**config.mk**
```make
export PLATFORM = sky130hd
export DESIGN_NAME = camera_capture_ctrl
export DESIGN_NICKNAME = d
export VERILOG_FILES = /design/src/rtl/camera_capture_ctrl.sv
export SDC_FILE = /design/constraint.sdc
export NUM_CORES = 1
export LEC_CHECK = 0
export CAP_MARGIN = 40
export CORE_MARGIN = 10
export CORE_UTILIZATION = 52
export CTS_CLUSTER_SIZE = 16
export DETAILED_ROUTE_END_ITERATION = 12
export PLACE_DENSITY = 0.88
export SLEW_MARGIN = 40
export SYNTH_ARGS = -nofsm -noshare
export SYNTH_HDL_FRONTEND = slang
export SYNTH_SLANG_ARGS = --single-unit
```
**constraint.sdc**
```tcl
create_clock -name i_clk -period 3.3 [get_ports i_clk]
set_input_delay 0.33 -clock i_clk [delete_from_list [all_inputs] [get_ports i_clk]]
set_output_delay 0.33 -clock i_clk [all_outputs]
set_load 0.01 [all_outputs]
```
**src/rtl/camera_capture_ctrl.sv**
```systemverilog
// camera_capture_ctrl
// Frame-synchronised capture controller. It waits for a clean vsync frame
// boundary (low, then high), then crops incoming pixels to an
// FB_WIDTH x FB_HEIGHT window and turns them into framebuffer writes with one
// cycle of latency. The end of a frame is checked for an exact pixel count.
// Single-shot and continuous (re-arming) modes are supported. A stop request
// lets the current frame finish. A timeout bounds each vsync wait.
//
// Ports:
//   i_clk, i_rst        clock, synchronous active-high reset
//   i_start, i_stop     capture / stop request pulses
//   i_continuous        re-arm after each frame (latched on accepted start)
//   i_vsync             camera vsync, high during the frame
//   i_pix_*             pixel strobe, RGB565 data, row and column
//   o_wr_en/addr/data   framebuffer write port (registered)
//   o_busy              controller not idle
//   o_frame_done        one-cycle pulse per completed frame
//   o_frame_count       completed frames since reset (wraps)
//   o_timeout           one-cycle pulse when a vsync wait expires
//   o_error             sticky: short/long frame or timeout
module camera_capture_ctrl #(
  parameter int unsigned FB_WIDTH    = 320,
  parameter int unsigned FB_HEIGHT   = 240,
  parameter int unsigned ADDR_W      = 17,
  parameter int unsigned TIMEOUT_CYC = 2000000
) (
  input  logic              i_clk,
  input  logic              i_rst,
  input  logic              i_start,
  input  logic              i_stop,
  input  logic              i_continuous,
  input  logic              i_vsync,
  input  logic              i_pix_valid,
  input  logic [15:0]       i_pix_data,
  input  logic [9:0]        i_pix_row,
  input  logic [9:0]        i_pix_col,
  output logic              o_wr_en,
  output logic [ADDR_W-1:0] o_wr_addr,
  output logic [15:0]       o_wr_data,
  output logic              o_busy,
  output logic              o_frame_done,
  output logic [7:0]        o_frame_count,
  output logic              o_timeout,
  output logic              o_error
);

  localparam int unsigned NPIX  = FB_WIDTH * FB_HEIGHT;
  localparam int unsigned CNT_W = $clog2(NPIX + 2);
  localparam int unsigned TMO_W = (TIMEOUT_CYC > 1) ? $clog2(TIMEOUT_CYC) : 1;
  localparam logic [CNT_W-1:0] PIX_FULL = CNT_W'(NPIX);
  localparam logic [CNT_W-1:0] PIX_SAT  = CNT_W'(NPIX + 1);
  localparam logic [TMO_W-1:0] TMO_LAST = TMO_W'(TIMEOUT_CYC - 1);

  typedef enum logic [1:0] {
    ST_IDLE      = 2'd0,
    ST_SYNC_LOW  = 2'd1,
    ST_SYNC_HIGH = 2'd2,
    ST_CAPTURE   = 2'd3
  } state_t;

  state_t           state_r, state_s;
  logic             continuous_r;
  logic             stop_pend_r;
  logic [CNT_W-1:0] pix_cnt_r;
  logic [TMO_W-1:0] tmo_cnt_r;

  logic in_window_s;
  logic start_s;
  logic accept_s;
  logic frame_end_s;
  logic timeout_s;
  logic sync_next_s;

  assign in_window_s = i_pix_valid
                     && (32'(i_pix_row) < FB_HEIGHT)
                     && (32'(i_pix_col) < FB_WIDTH);
  assign sync_next_s = (state_s == ST_SYNC_LOW) || (state_s == ST_SYNC_HIGH);

  // State register.
  always_ff @(posedge i_clk) begin
    if (i_rst) begin
      state_r <= ST_IDLE;
    end else begin
      state_r <= state_s;
    end
  end

  // Next-state decode and per-cycle control strobes.
  always_comb begin
    state_s     = state_r;
    start_s     = 1'b0;
    accept_s    = 1'b0;
    frame_end_s = 1'b0;
    timeout_s   = 1'b0;
    case (state_r)
      ST_IDLE: begin
        // Stop has priority over a simultaneous start.
        if (i_start && !i_stop) begin
          state_s = ST_SYNC_LOW;
          start_s = 1'b1;
        end else begin
          state_s = ST_IDLE;
        end
      end
      ST_SYNC_LOW: begin
        // Wait for the frame boundary so a frame is never entered mid-way.
        if (i_stop) begin
          state_s = ST_IDLE;
        end else if (!i_vsync) begin
          state_s = ST_SYNC_HIGH;
        end else if (tmo_cnt_r == TMO_LAST) begin
          state_s   = ST_IDLE;
          timeout_s = 1'b1;
        end else begin
          state_s = ST_SYNC_LOW;
        end
      end
      ST_SYNC_HIGH: begin
        if (i_stop) begin
          state_s = ST_IDLE;
        end else if (i_vsync) begin
          state_s = ST_CAPTURE;
        end else if (tmo_cnt_r == TMO_LAST) begin
          state_s   = ST_IDLE;
          timeout_s = 1'b1;
        end else begin
          state_s = ST_SYNC_HIGH;
        end
      end
      ST_CAPTURE: begin
        if (!i_vsync) begin
          frame_end_s = 1'b1;
          // A stop arriving on the frame-end cycle also ends the run.
          if (continuous_r && !stop_pend_r && !i_stop) begin
            state_s = ST_SYNC_HIGH;
          end else begin
            state_s = ST_IDLE;
          end
        end else begin
          state_s  = ST_CAPTURE;
          accept_s = in_window_s;
        end
      end
      default: begin
        state_s = ST_IDLE;
      end
    endcase
  end

  // Mode, stop-pending, pixel and timeout counters.
  always_ff @(posedge i_clk) begin
    if (i_rst) begin
      continuous_r <= 1'b0;
      stop_pend_r  <= 1'b0;
      pix_cnt_r    <= '0;
      tmo_cnt_r    <= '0;
    end else begin
      if (start_s) begin
        continuous_r <= i_continuous;
      end
      if (state_s == ST_IDLE) begin
        stop_pend_r <= 1'b0;
      end else if ((state_r == ST_CAPTURE) && i_stop) begin
        stop_pend_r <= 1'b1;
      end
      if (start_s || ((state_r == ST_SYNC_HIGH) && (state_s == ST_CAPTURE))) begin
        pix_cnt_r <= '0;
      end else if (accept_s && (pix_cnt_r != PIX_SAT)) begin
        pix_cnt_r <= pix_cnt_r + {{(CNT_W-1){1'b0}}, 1'b1};
      end
      // Restart the wait budget on every entry into a sync state.
      if (sync_next_s && (state_s != state_r)) begin
        tmo_cnt_r <= '0;
      end else if ((state_r == ST_SYNC_LOW) || (state_r == ST_SYNC_HIGH)) begin
        tmo_cnt_r <= tmo_cnt_r + {{(TMO_W-1){1'b0}}, 1'b1};
      end
    end
  end

  // Registered outputs: write port, status pulses, frame count and error.
  always_ff @(posedge i_clk) begin
    if (i_rst) begin
      o_wr_en       <= 1'b0;
      o_wr_addr     <= '0;
      o_wr_data     <= 16'h0000;
      o_busy        <= 1'b0;
      o_frame_done  <= 1'b0;
      o_frame_count <= 8'd0;
      o_timeout     <= 1'b0;
      o_error       <= 1'b0;
    end else begin
      o_wr_en      <= accept_s;
      o_busy       <= (state_s != ST_IDLE);
      o_frame_done <= frame_end_s;
      o_timeout    <= timeout_s;
      if (accept_s) begin
        o_wr_addr <= ADDR_W'(32'(i_pix_row) * FB_WIDTH + 32'(i_pix_col));
        o_wr_data <= i_pix_data;
      end
      if (frame_end_s) begin
        o_frame_count <= o_frame_count + 8'd1;
      end
      if (start_s) begin
        o_error <= 1'b0;
      end else if (timeout_s || (frame_end_s && (pix_cnt_r != PIX_FULL))) begin
        o_error <= 1'b1;
      end
    end
  end

endmodule

```
==> results.toml, run 1 <==
[worst_setup_path]
crit_slowest_cell = "clkdlybuf4s50_1"
crit_chain = "clkdlybuf4s50_1 > ha_1 > ha_1 > fa_1 > xor2_1 > o2111ai_1 > nor4_1 > nand3_1 > xnor2_1 > a211oi_1"
cp_common_cell = "ha_1"
worstSetupStartpointType = "input port"
crit_buf_inv = 1
cp.depth = 10
critPathKind = "input port to flop"
cpLargestDelayFamily = "adder cells"
r2r_cells = 9
slowest_delay_ns = 0.45
critPathCaptureType = "flop"
crit_required_ns = 3.58
cp_max_fo = 3
worst_ep_arrival_time_ns = 3.13

[sta]
hold_viol_final = 0
finalMaxSlewViolations = 0
fmax_mhz = 350.9
tightest_slew_ns = 0.8466
setup_tns_ns = 0
final-setup-viol-count = 0
skew_ns = 0.01109
finalCritPeriodShare_pct = 86.36
relSlewSlack_pct = 43.56
rsz0062_at_grt = "false"
fin_crit_ns = 2.850

[placed_design]
hpwl_mm = 8.492
placedCellCount = 711
io_buffers = 88
gp_congestion = 0.8484

[clocking]
clk_pin_slew_worst_paths_ns = 0.10
cts_resized = 0
cts_tree = "yes"
cts_max_path_buffers = 2
post_cts_buffers = 0
htree_num_levels = 3
clock_latency_ns = 0.36
cts_sinks = 88
numCtsBuffers = 9
hold_buffers = 0
root_buffer = "clkbuf_8"

[power_and_ir_drop]
p_leak_nw = 2.049
switching_power_uw = 539.4
seq_power_share_pct = 47.4
powerDensity_nw_per_um2 = 384.3
p_comb_share_pct = 13.0
ir_drop_mv = 0.2568
p_clk_share_pct = 39.6
internal-power_mw = 1.712
power_switching_share_pct = 23.96

[die]
rows = 34
start_util_pct = 53.34
die_h_microns = 114.6
die_width_microns = 114.6
core_area_sq_um = 8721
ios = 89
dieArea_sq_um = 13130

[layout]
diodes = 0
multiInputGateArea_sq_um = 2733
post_route_cells_drive_above_1_share_pct = 8.401
fin_cells = 727
ff_latch_area_sq_um = 1762
syn2layout_area_growth_pct = 25.93
fill_cells = 661
fin_nets = 690

[synthesis]
ys_types = 55
synthesis.nets = 604
synth_seq_cells = 88
synth_edf_count = 0
synth_most_common_cell = "dfxtp_1"
synthTopCellsByArea = "dfxtp_1 38%, ha_1 8.3%, nand2_1 6.7%"
ys.flop_type = "dfxtp_1"
synth_top_cell_by_area = "dfxtp_1"
synth.top_cell.area_share_pct = 37.87
ys_async_sr_fraction_pct = 0
synth_common_cells = "88 x dfxtp_1, 83 x nand2_1, 51 x nor2_1"
syn_area_per_cell_sq_um = 8.811
synth-seq-area-share_pct = 37.87
syn_area_sq_um = 4652
ys_warn_count = 0
syn_inst = 528

[detailed_routing]
viasPerCell = 5.591
wirelength_mm = 11.38
post_drt_wl_per_cell_microns = 15.66
drc = 0
via_count = 4065
postRouteAntennaNets = 0
first_pass_iters = 5
drtIter0Drc = 262

[grt]
grt_pass1_wl_mm = 18.74
grt_max_degree = 71
antenna_found_initial = 0
grt_usage_pct = 16.99
grt_pass1_vias = 4010
grt_overflow = 0

[hold_path]
worstHoldPathCells = 3
hold_path.class = "input port to flop"

[flow_run]
drv_cap = 0

[run_status]
outcome = "completed"
[power groups by stage]
stage | logic, mW | registers (mW) | clock network, mW
finish | 0.293 | 1.07 | 0.892
floorplan | 0.189 | 1.09 | 0
CTS | 0.290 | 1.07 | 0.902
global placement | 0.277 | 1.09 | 0
global route | 0.322 | 1.07 | 0.948
detailed placement | 0.287 | 1.09 | 0
[sequential cells by signal (all words and copies together) (netlist names)]
register / cells
o_busy: 1
pix_cnt_r: 17
o_error: 1
tmo_cnt_r: 21
continuous_r: 1
o_wr_addr: 17
o_frame_count: 8
state_r: 2
o_wr_data: 16
stop_pend_r: 1
o_frame_done: 1
o_wr_en: 1
o_timeout: 1
[cells by family (layout without fill, tap and decap cells)]
logic type,after synthesis,in the layout,share of synthesized area (%)
xor+xnor,51,51,9.602
mux,4,4,1.130
compound gates,80,80,11.00
flops,88,88,37.87
fa+ha+maj,33,33,9.198
simple gates,237,237,27.73
buf+inv,35,126,3.469
[cell type report]
class / count / share of cell area [%]
clock inverter: 6 / 1.986
timing repair buffer: 95 / 15.85
clock buffer: 10 / 2.179
tap: 108 / 2.307
sequential: 88 / 30.07
multi-input combinational: 405 / 46.65
inverter: 15 / 0.9611
[cell usage in the layout, fill, tap and decap left out, types with 10 or more instances in the layout]
cell	n
nand4_1	10
nand2_1	83
nor2_1	51
a211oi_1	11
nand3_1	17
a21oi_1	39
clkdlybuf4s50_1	87
xor2_1	26
ha_1	31
nor4_2	20
inv_1	14
and3_1	12
xnor2_1	25
dfxtp_1	88
[worst paths after layout]
kind | from | endpoint | slack (ns)
max | i_pix_row[1] | o_wr_addr[16] | 0.45
min | i_rst | o_error | 0.26
max reg2reg | tmo_cnt_r[13] | tmo_cnt_r[13] | 0.51
min reg2reg | o_wr_data[11] | o_wr_data[11] | 0.46
[worst reg2reg max path, delay by kind of cell (launching register included)]
kind	cells	cell delay, ns
AO/OA/AOI/OAI	1	0.28
AND/OR/NAND/NOR	5	1.41
multiplexers	1	0.07
adder cells (fa/ha/maj)	1	0.32
flip-flops	1	0.36
buffers and inverters	1	0.24
[layer usage]
metal	vias to the layer above	part of all wire, %	wire (microns)	global-route usage [%]
met5	-	0	0	0
met3	20	4.2	474	2.568
met1	1942	42	4758	19.94
met2	89	52	5906	29.75
li1	2014	-	-	-
met4	0	2.1	244	7.435
[per-stage QoR]
stage	power (mW)	setup slack [ns]	util, %	area, sq um	hold WS, ns
3_5_place_dp	1.379	0.08469	64.38	5614	0.4472
5_1_grt	2.338	0.06071	67.17	5858	0.2677
4_1_cts	2.259	0.4672	67.17	5858	0.2545
3_3_place_gp	1.369	0.1278	64.38	5614	0.4413
2_1_floorplan	1.280	0.7116	-	4652	0.4583
6_report	2.251	0.4501	67.17	5858	0.2619
Note: power is estimated with default switching activity, not from simulation.
==> run 2, diff against run 1 <==
--- a/config.mk
+++ b/config.mk
@@ -11,7 +11,8 @@
 export CTS_CLUSTER_SIZE = 16
 export DETAILED_ROUTE_END_ITERATION = 12
 export PLACE_DENSITY = 0.88
-export SLEW_MARGIN = 40
+export SKIP_LAST_GASP = 1
+export SLEW_MARGIN = 20
 export SYNTH_ARGS = -nofsm -noshare
 export SYNTH_HDL_FRONTEND = slang
 export SYNTH_SLANG_ARGS = --single-unit
==> results of run 2 <==
Final layout, timing and power as in run 1 (identical DEF).
==> run 3, diff against run 2 <==
--- a/config.mk
+++ b/config.mk
@@ -5,12 +5,14 @@
 export SDC_FILE = /design/constraint.sdc
 export NUM_CORES = 1
 export LEC_CHECK = 0
+export ABC_AREA = 1
 export CAP_MARGIN = 40
 export CORE_MARGIN = 10
-export CORE_UTILIZATION = 52
+export CORE_UTILIZATION = 53
+export CTS_CLUSTER_DIAMETER = 40
 export CTS_CLUSTER_SIZE = 16
 export DETAILED_ROUTE_END_ITERATION = 12
-export PLACE_DENSITY = 0.88
+export PLACE_DENSITY = 0.89
 export SKIP_LAST_GASP = 1
 export SLEW_MARGIN = 20
 export SYNTH_ARGS = -nofsm -noshare
==> run 3 against run 2 <==
  * Critical path depth is 4 higher
  * Non-clock buffer count is 3 lower
  * Sequential share of layout area is 0.41 points lower
  * Design area is 1.4% higher
  * Via count is 11% higher
  * Largest power group unchanged
  * Sequential power hardly changed
  * Clock skew is 0.0031 ns higher
  * Core utilization is 0.59 points higher
  * Setup slack better by 0.21 ns
  * Fmax is 8.1% higher
  * Combinational power is 2% lower
==> results.toml, run 3 <==
[run_status]
outcome = "completed"

[detailed_routing]
drtIter0Drc = 259
wirelength_mm = 12.10
viasPerCell = 5.373
drc = 0
first_pass_iters = 5
post_drt_wl_per_cell_microns = 14.40
via_count = 4513
postRouteAntennaNets = 0

[synthesis]
syn_area_sq_um = 4787
synth_seq_cells = 88
synth_common_cells = "94 x nand2_1, 93 x nor2_1, 88 x dfxtp_1"
ys_async_sr_fraction_pct = 0
ys.flop_type = "dfxtp_1"
synth_most_common_cell = "nand2_1"
synth_edf_count = 0
syn_inst = 642
synthTopCellsByArea = "dfxtp_1 37%, ha_1 8.1%, nand2_1 7.4%"
synth-seq-area-share_pct = 36.80
synth_top_cell_by_area = "dfxtp_1"
ys_warn_count = 0
synth.top_cell.area_share_pct = 36.80
synthesis.nets = 718
syn_area_per_cell_sq_um = 7.457
ys_types = 38

[clocking]
cts_max_path_buffers = 2
clk_pin_slew_worst_paths_ns = 0.09
htree_num_levels = 3
cts_tree = "yes"
clock_latency_ns = 0.36
root_buffer = "clkbuf_8"
numCtsBuffers = 9
cts_sinks = 88
cts_resized = 0
hold_buffers = 0
post_cts_buffers = 0

[power_and_ir_drop]
report.power.total_mw = 2.086
p_leak_nw = 2.330
powerDensity_nw_per_um2 = 351.3
ir_drop_mv = 0.2564

[die]
die_width_microns = 115.0
ios = 89
rows = 34
die_h_microns = 115.0
start_util_pct = 54.63
core_area_sq_um = 8763
dieArea_sq_um = 13230

[placed_design]
io_buffers = 88
place_area_sq_um = 5742
dp_worst_setup_slack_ns = 0.2847
placedCellCount = 824
gp_congestion = 0.9479
hpwl_mm = 9.414

[sta]
setup_tns_ns = 0
final-setup-viol-count = 0
skew_ns = 0.01417
hold_viol_final = 0
finalCritPeriodShare_pct = 79.90
finalMaxSlewViolations = 0
fmax_mhz = 379.3
setup_slack_ns = 0.6634
relSlewSlack_pct = 57.58
tightest_slew_ns = 0.6341
fin_crit_ns = 2.637
holdWs_ns = 0.4779
rsz0062_at_grt = "false"

[worst_setup_path]
worst_ep_arrival_time_ns = 2.90
critPathKind = "input port to flop"
critPathCaptureType = "flop"
slowest_delay_ns = 0.47
rrSetupSlack_ns = 0.78
worstSetupStartpointType = "input port"
crit_slowest_cell = "clkdlybuf4s50_1"
cp_max_fo = 3
crit_chain = "clkdlybuf4s50_1 > ha_1 > ha_1 > fa_1 > xor2_1 > nand2_1 > nor2_1 > nand2_1 > nor2_1 > nand3_1 > nand3_1 > nand3_1 > nand2_1 > inv_1"
crit_required_ns = 3.56

[layout]
syn2layout_area_growth_pct = 24.05
fill_cells = 680
post_route_cells_drive_above_1_share_pct = 8.197
multiInputGateArea_sq_um = 2656
diodes = 0
final_cell_mix = "94 x nand2_1, 93 x nor2_1, 88 x dfxtp_1, 88 x clkdlybuf4s50_1, 71 x inv_1"
layout_commonest_cell = "nand2_1"
final_area_sq_um = 5938
reg.largest.list = "tmo_cnt_r (21), o_wr_addr (17), pix_cnt_r (17)"
utilization_pct = 67.76
largest_reg_flops = 21
fin_cells = 840
fin_nets = 803
ff_latch_area_sq_um = 1762
regMostFlops = "tmo_cnt_r"

[grt]
grt_usage_pct = 18.04
grt_pass1_wl_mm = 20.06
grt_max_degree = 40
grt_pass1_vias = 4499
antenna_found_initial = 0
grt_overflow = 0

[hold_path]
hold_path.class = "flop to flop"

[flow_run]
drv_cap = 0
-- run 3: power by group --
part / total, mW / internal, mW / switching (mW)
clock network: 0.731 / 0.297 / 0.434
logic: 0.287 / 0.130 / 0.157
registers: 1.07 / 1.07 / 0.00283
-- run 3: worst paths after layout --
check | cells after the start | to | startpoint
max | 14 | o_wr_addr[16] | i_pix_row[1]
min | 2 | continuous_r | continuous_r
max reg2reg | 12 | pix_cnt_r[6] | state_r[0]
min reg2reg | 2 | continuous_r | continuous_r
-- run 3: layout make-up --
cell class	instances	area share [%]
inverters	74	4.678
flip-flops and latches	88	29.67
clock buffers	9	2.086
well taps	108	2.276
multi-input cells	462	44.73
repair buffers	92	15.34
clock inverters	7	1.222
-- run 3: critical path, delay by kind of cell --
family                     cells  cell delay, ns
buffers and inverters          2            0.50
xor gates and xnor gates       1            0.25
adders and majority gates      3            0.98
and+or+nand+nor                8            0.83
-- run 3: per-layer routing --
| metal | share of wire [%] | track usage (%) | vias to the layer above |
|---|---|---|---|
| met2 | 49 | 31.01 | 160 |
| met5 | 0 | 0 | - |
| met4 | 2.5 | 6.271 | 0 |
| met3 | 9.7 | 8.177 | 32 |
| li1 | - | - | 2248 |
| met1 | 39 | 19.13 | 2073 |
-- run 3: logic make-up after synthesis --
group / synth area share, %
xor+xnor: 8.233
simple gates: 28.80
flops: 36.80
compound gates: 9.305
buf+inv: 7.710
fa+ha+maj: 8.939
mux: 0.2091
